## src/rtl/adc_avg.sv

```systemverilog
// Two-channel ADC window averager: sums 2^LOG2_N samples per channel and emits the floored mean.
// Optional per-window min/max outputs are built when ADC_AVG_PEAK_EN is defined.
//
// state | meaning
// IDLE  | waiting for start; counter at 0, busy low
// ACC   | window in progress (or rearmed back-to-back in continuous mode)
module adc_avg #(
    parameter int LOG2_N = 4
) (
    input  logic        adc_clk,
    input  logic        adc_rstn,
    input  logic [11:0] a_data,
    input  logic [11:0] b_data,
    input  logic        start,
    input  logic        cont,
    output logic        busy,
    output logic        avg_valid,
    output logic [11:0] a_avg,
    output logic [11:0] b_avg
`ifdef ADC_AVG_PEAK_EN
    ,
    output logic [11:0] a_max,
    output logic [11:0] a_min,
    output logic [11:0] b_max,
    output logic [11:0] b_min
`endif
);

    localparam int AW = 12 + LOG2_N;
    localparam int CW = (LOG2_N > 0) ? LOG2_N : 1;
    localparam logic [CW-1:0] CNT_LAST = CW'((1 << LOG2_N) - 1);

    typedef enum logic {
        IDLE,
        ACC
    } state_t;

    state_t               state;
    logic [CW-1:0]        cnt;
    logic signed [AW-1:0] a_acc;
    logic signed [AW-1:0] b_acc;
    logic signed [AW-1:0] a_ext;
    logic signed [AW-1:0] b_ext;
    logic signed [AW-1:0] a_sum;
    logic signed [AW-1:0] b_sum;
    logic signed [11:0]   a_mean;
    logic signed [11:0]   b_mean;
    logic                 take;
    logic                 first;
    logic                 last;
    logic                 rearm;

    // The counter sits at 0 in IDLE, so the start edge is naturally the first sample.
    assign take  = (state == ACC) || start;
    assign first = (cnt == '0);
    assign last  = (cnt == CNT_LAST);

    // For N=1 an IDLE start is its own window end; a held start is simply re-seen from IDLE.
    assign rearm = cont || (start && (state == ACC));

    assign a_ext  = AW'($signed(a_data));
    assign b_ext  = AW'($signed(b_data));
    assign a_sum  = first ? a_ext : a_acc + a_ext;
    assign b_sum  = first ? b_ext : b_acc + b_ext;
    assign a_mean = 12'(a_sum >>> LOG2_N);
    assign b_mean = 12'(b_sum >>> LOG2_N);

    always_ff @(posedge adc_clk or negedge adc_rstn) begin
        if (!adc_rstn) begin
            state     <= IDLE;
            cnt       <= '0;
            a_acc     <= '0;
            b_acc     <= '0;
            busy      <= 1'b0;
            avg_valid <= 1'b0;
            a_avg     <= '0;
            b_avg     <= '0;
        end else begin
            avg_valid <= 1'b0;
            if (take) begin
                if (last) begin
                    a_avg     <= a_mean;
                    b_avg     <= b_mean;
                    avg_valid <= 1'b1;
                    cnt       <= '0;
                    state     <= rearm ? ACC : IDLE;
                    busy      <= rearm;
                end else begin
                    a_acc <= a_sum;
                    b_acc <= b_sum;
                    cnt   <= cnt + CW'(1);
                    state <= ACC;
                    busy  <= 1'b1;
                end
            end
        end
    end

`ifdef ADC_AVG_PEAK_EN
    logic signed [11:0] a_hi;
    logic signed [11:0] a_lo;
    logic signed [11:0] b_hi;
    logic signed [11:0] b_lo;
    logic signed [11:0] a_hi_n;
    logic signed [11:0] a_lo_n;
    logic signed [11:0] b_hi_n;
    logic signed [11:0] b_lo_n;
    logic signed [11:0] a_s;
    logic signed [11:0] b_s;

    assign a_s    = $signed(a_data);
    assign b_s    = $signed(b_data);
    assign a_hi_n = (first || (a_s > a_hi)) ? a_s : a_hi;
    assign a_lo_n = (first || (a_s < a_lo)) ? a_s : a_lo;
    assign b_hi_n = (first || (b_s > b_hi)) ? b_s : b_hi;
    assign b_lo_n = (first || (b_s < b_lo)) ? b_s : b_lo;

    always_ff @(posedge adc_clk or negedge adc_rstn) begin
        if (!adc_rstn) begin
            a_hi  <= '0;
            a_lo  <= '0;
            b_hi  <= '0;
            b_lo  <= '0;
            a_max <= '0;
            a_min <= '0;
            b_max <= '0;
            b_min <= '0;
        end else if (take) begin
            a_hi <= a_hi_n;
            a_lo <= a_lo_n;
            b_hi <= b_hi_n;
            b_lo <= b_lo_n;
            if (last) begin
                a_max <= a_hi_n;
                a_min <= a_lo_n;
                b_max <= b_hi_n;
                b_min <= b_lo_n;
            end
        end
    end
`endif

endmodule
```

## config.mk

```make
export PLATFORM = sky130hd
export DESIGN_NAME = adc_avg
export DESIGN_NICKNAME = d
export VERILOG_FILES = /design/src/rtl/adc_avg.sv
export SDC_FILE = /design/constraint.sdc
export NUM_CORES = 1
export LEC_CHECK = 0
export CAP_MARGIN = 20
export CORE_AREA = 2 2 100 112
export DETAILED_ROUTE_END_ITERATION = 12
export DIE_AREA = 0 0 102 114
export PLACE_DENSITY = 0.56
export SLEW_MARGIN = 15
export SYNTH_ARGS = -nofsm -noshare
export SYNTH_HDL_FRONTEND = slang
export SYNTH_SLANG_ARGS = --single-unit
```

## constraint.sdc

```tcl
create_clock -name adc_clk -period 4.83 [get_ports adc_clk]
set_input_delay 1.2075 -clock adc_clk [delete_from_list [all_inputs] [get_ports adc_clk]]
set_output_delay 1.2075 -clock adc_clk [all_outputs]
set_load 0.01 [all_outputs]
```

; ---- Word level (Yosys, flattened, before mapping)
; Cells that the tools add are included.
[word_totals]
regBits = 63
in_bits = 28
out_inout_bits = 26
wordCells = 27
[classes]
add_sub_neg = 3
n_eq_ne = 1
mux = 8
bitwise = 1
n_reduce_logical = 6
[ops]
columns = operator, count
row1 = $add 16x12->16, 2
row2 = $mux 16, 2
row3 = $mux 1, 5
row4 = $add 4x1->4 const B, 1
row5 = $eq 4x4->1 const B, 1
row6 = $logic_not 4->1, 1
row7 = $mux 4, 1
row8 = $reduce_and 2->1, 2
row9 = $logic_or 1x1->1, 2
row10 = $logic_and 1x1->1, 1
row11 = $not 1->1, 1

; ---- Logic depth before layout (Yosys ltp)
[logic_depth]
word_depth = 4
mapped_depth = 9
ltp_nobuf = 9

; ---- Least setup slack after synthesis
; OpenSTA, ideal clock, no wires.
[synth_timing]
path_type = input port to flip-flop
startpoint = input a_data[3]
endpoint = register a_acc[13]
setup_time_ps = 138
t_arrival_ps = 3027
t_required_ps = 4692
setup_slack_ps = 1665
stages = 8
cell_sequence = ha_1 a21oi_1 nor2b_1 a311o_1 a221o_2 a31oi_4 mux2i_1 o211ai_1
[synth_via]
elab_chain_len = 2
[synth_rtl]
columns = element, line
row1 = "start, declared", 12  ; input logic [11:0] a_data,
row2 = $add 16x12->16, 63  ; assign a_sum = first ? a_ext : a_acc + a_ext;
row3 = $mux 16, 63
row4 = "end signal, assigned", 89  ; a_acc <= a_sum;
row5 = "end, declared", 40  ; logic signed [AW-1:0] a_acc;
; Every way passes these cells.
; A chain may end at the register's enable or synchronous reset.

; ---- Final worst setup path
[layout_timing]
startpoint = input b_data[0]
endpoint = register b_acc[14]
[layout_via]
elab_chain_len = 2
[layout_rtl]
columns = element, line
row1 = "start, declared", 13  ; input logic [11:0] b_data,
row2 = $add 16x12->16, 64  ; assign b_sum = first ? b_ext : b_acc + b_ext;
row3 = $mux 16, 64
row4 = "end signal, assigned", 90  ; b_acc <= b_sum;
row5 = "end, declared", 41  ; logic signed [AW-1:0] b_acc;
; Every way passes these cells.

==> metrics.md <==
| Metric | Value |
|---|---|
| Status | completed |
| Synth cell types | 56 |
| Antenna Cells | 0 |
| Die Y | 114 um |
| Residual DRC count | 0 |
| Skew-Pair Late Insertion Delay | 0.33 ns |
| GR Util All Layers | a little under a fifth |
| Net count after synthesis | ~530 |
| Met2 routed WL | ~4800 um |
| Non-filler cells, final | 667 |
| Layout Nets | ~580 |
| Antenna Violating Nets Remaining | 0 |
| H-tree depth | 3 |
| YS warnings | 0 |
| Top post-synthesis cells by area | dfrtp_1 (38%), ha_1 (9.8%), o21ai_0 (7.1%), nand2_1 (6.8%), a21oi_1 (4.2%) |
| M1 WL | 4490 um |
| Post-CTS Setup Repair Bufs | 0 |
| Via Count | ~3500 |
| Async SR Flop Fraction | 100% |
| Max incr delay on CP | approximately 0.43 ns |
| CTS root buf | clkbuf_16 |
| Initial Util | about two fifths |
| Clock transition at path regs | about 0.050 ns |
| Num rows | 40 |
| Final Skew | between 0.004 and 0.005 ns |
| WL/cell | roughly 15 um |
| Largest net degree at the start of global routing | 44 |
| Synth Flop Type | dfrtp_1 |
| CTS max path bufs | 2 |
| CTS tree | done |
| Io pins | 54 |
| Iteration count of the initial detailed-routing pass | 4 |
| Max-slew headroom | 38.7% |
| Synth top area share | between 30% and 40% |
| Placed cells | 652 |
| Flops & latches, synth | 62 |
| Avg Cell Area, Syn | 8.70 um2 |
| CP Max Fanout | 3 |
| Grt ovf | 0 |
| Mapped cell area | slightly above 4000 um2 |
| Most common cell after layout, fill and taps aside | nand2_1 |
| Post-detail-place hpwl | about 7000 um |
| Core Area | approximately 11000 um2 |
| Sequential area share after synthesis | about 38% |
| CP Cell Sequence | clkdlybuf4s50_1, ha_1, fa_1, a211oi_1, o211ai_1, a41oi_1, o31ai_1, xor2_1, nand2_1, a31oi_1 |
| Final WL | slightly below 10000 um |
| Worst hold path type | reg2reg |
| Met3 WL | between 300 and 400 um |
| Max Fclk | about 280 MHz |
| Initial antenna violation count | 0 |
| Pleak | 2.17 nW |
| CP startpoint kind | input pin |
| Number of enable flip-flop cells after synthesis | 0 |
| Yosys top cell by area | dfrtp_1 |
| Sinks on Clock Net | 62 |
| Die X | a little over 100 um |
| Layout cells sized above 1 | 5.96% |
| Final Max Slew Viols | 0 |
| Fin Setup TNS | 0 ns |
| Placer congestion estimate | about 0.86 |
| Fin. Hold Viols | 0 |
| Area Overhead vs Synth | 22.9% |
| Worst ir drop on vdd | 0.312 mV |
| RSZ-0062 raised after global routing | no |
| Worst-Margin Slew | roughly 0.92 ns |
| Critical Path End Type | flip-flop |
| # port buffers | 53 |
| First-pass GRT wire length | around 17000 um |
| Crit path DAT | roughly 3.7 ns |
| Critical Path RT | roughly 5.0 ns |
| Area of the die | approximately 12000 um2 |
| Vias per cell | around 5.3 |
| Clock buffer count from CTS | 9 |
| Crit path max-delay cell type | clkdlybuf4s50_1 |
| Power density over cell area | about 730 nW/um2 |
| Final min period | approximately 3.5 ns |
| Cts hold-fix bufs | 0 |
| Vias in the first global route | approximately 3500 |
| DRT iter0 DRCs | 165 |
| # resized after CTS | 0 |
| Final period util | about 73% |
| DR top layer | met4 |
| Most frequent cells in the layout | nand2_1 (74), dfrtp_1 (62), o21ai_0 (58), clkdlybuf4s50_1 (52), nor2_1 (39) |
| Mapped Cells | 470 |
| Worst setup path class | in2reg |
| Total of max-cap violations | 0 |
| Final setup fails | 0 |
## cells by family (layout without fill, tap and decap cells)
group           after synthesis  count (layout)  share of synthesized area, %
fa+ha+maj                    34              34                          10.8
xor+xnor                     26              26                          5.57
compound gates              163             163                          25.7
flops                        62              62                          38.0
mux                           7               7                          1.74
buf+inv                      30              80                          2.79
simple gates                148             148                          15.5
## worst max-delay path: cells and delay by family
family	cells	cell delay, ns
xor+xnor	1	0.15
buf+inv	1	0.43
simple gates	1	0.10
compound gates	5	1.16
fa+ha+maj	2	0.67
## sequential cells by signal (all words and copies together) (netlist names)
register,flops
b_avg,12
b_acc,16
avg_valid,1
cnt,4
busy,1
a_avg,12
a_acc,16
## worst paths after layout
| path | slack (ns) | endpoint | cells after the start | from |
|---|---|---|---|---|
| min in group asynchronous | 0.98 | b_avg[0] | 1 | adc_rstn |
| setup / recovery | 1.30 | b_acc[14] | 10 | b_data[0] |
| max in group asynchronous | 2.98 | cnt[1] | 2 | adc_rstn |
| hold reg to reg | 0.47 | b_avg[4] | 2 | b_avg[4] |
| setup reg to reg | 2.26 | b_acc[14] | 9 | b_acc[0] |
| hold / removal | 0.47 | b_avg[4] | 2 | b_avg[4] |
## cell type report
cell class              count  area (um2)
clock buffers              14         264
clock inverters             1        5.00
fillers                  1037        5590
inverters                   7        26.3
multi-input cells         378        2430
flip-flops and latches     62        1550
well taps                 147         184
repair buffers             58         563
## synth_stat cells, drive strengths merged (2+ instances only)
cell,instances
nor2,39
a211o,2
fa,2
o221ai,2
o31ai,4
o21bai,2
a221oi,2
nor3,3
a41oi,2
mux2i,6
o21a,4
a211oi,9
a21o,13
nand3,12
nand4,2
ha,32
o211ai,6
nor2b,3
clkbuf,21
inv,6
xor2,12
a21oi,36
xnor2,14
and3,7
nand2,74
o21ai,59
dfrtp,62
a221o,2
a31oi,13
buf,2
## metal layers
metal,up-vias,global-route usage [%]
li1,1786,-
met1,1656,22.7
met2,60,30.8
met3,14,4.11
met4,0,8.00
met5,-,0
## where the power goes
| part | internal, mW | switching (mW) |
|---|---|---|
| Combinational | 0.979 | 1.16 |
| Sequential | 0.788 | 0.165 |
| Clock | 0.372 | 0.220 |
## through the flow
| step | hold slack [ns] | power (mW) | utilization [%] | setup WS, ns | cell area (um2) |
|---|---|---|---|---|---|
| floorplan | 0.454 | 2.53 | - | 1.66 | 4090 |
| CTS | 0.481 | 3.73 | 47.3 | 1.29 | 5020 |
| detailed placement | 0.469 | 3.12 | 44.8 | 0.953 | 4750 |
| global placement | 0.461 | 3.06 | 44.8 | 0.949 | 4750 |
| finish | 0.473 | 3.69 | 47.3 | 1.30 | 5020 |
| global route | 0.499 | 4.07 | 47.3 | 1.02 | 5020 |
Note: power is estimated with default switching activity, not from simulation.
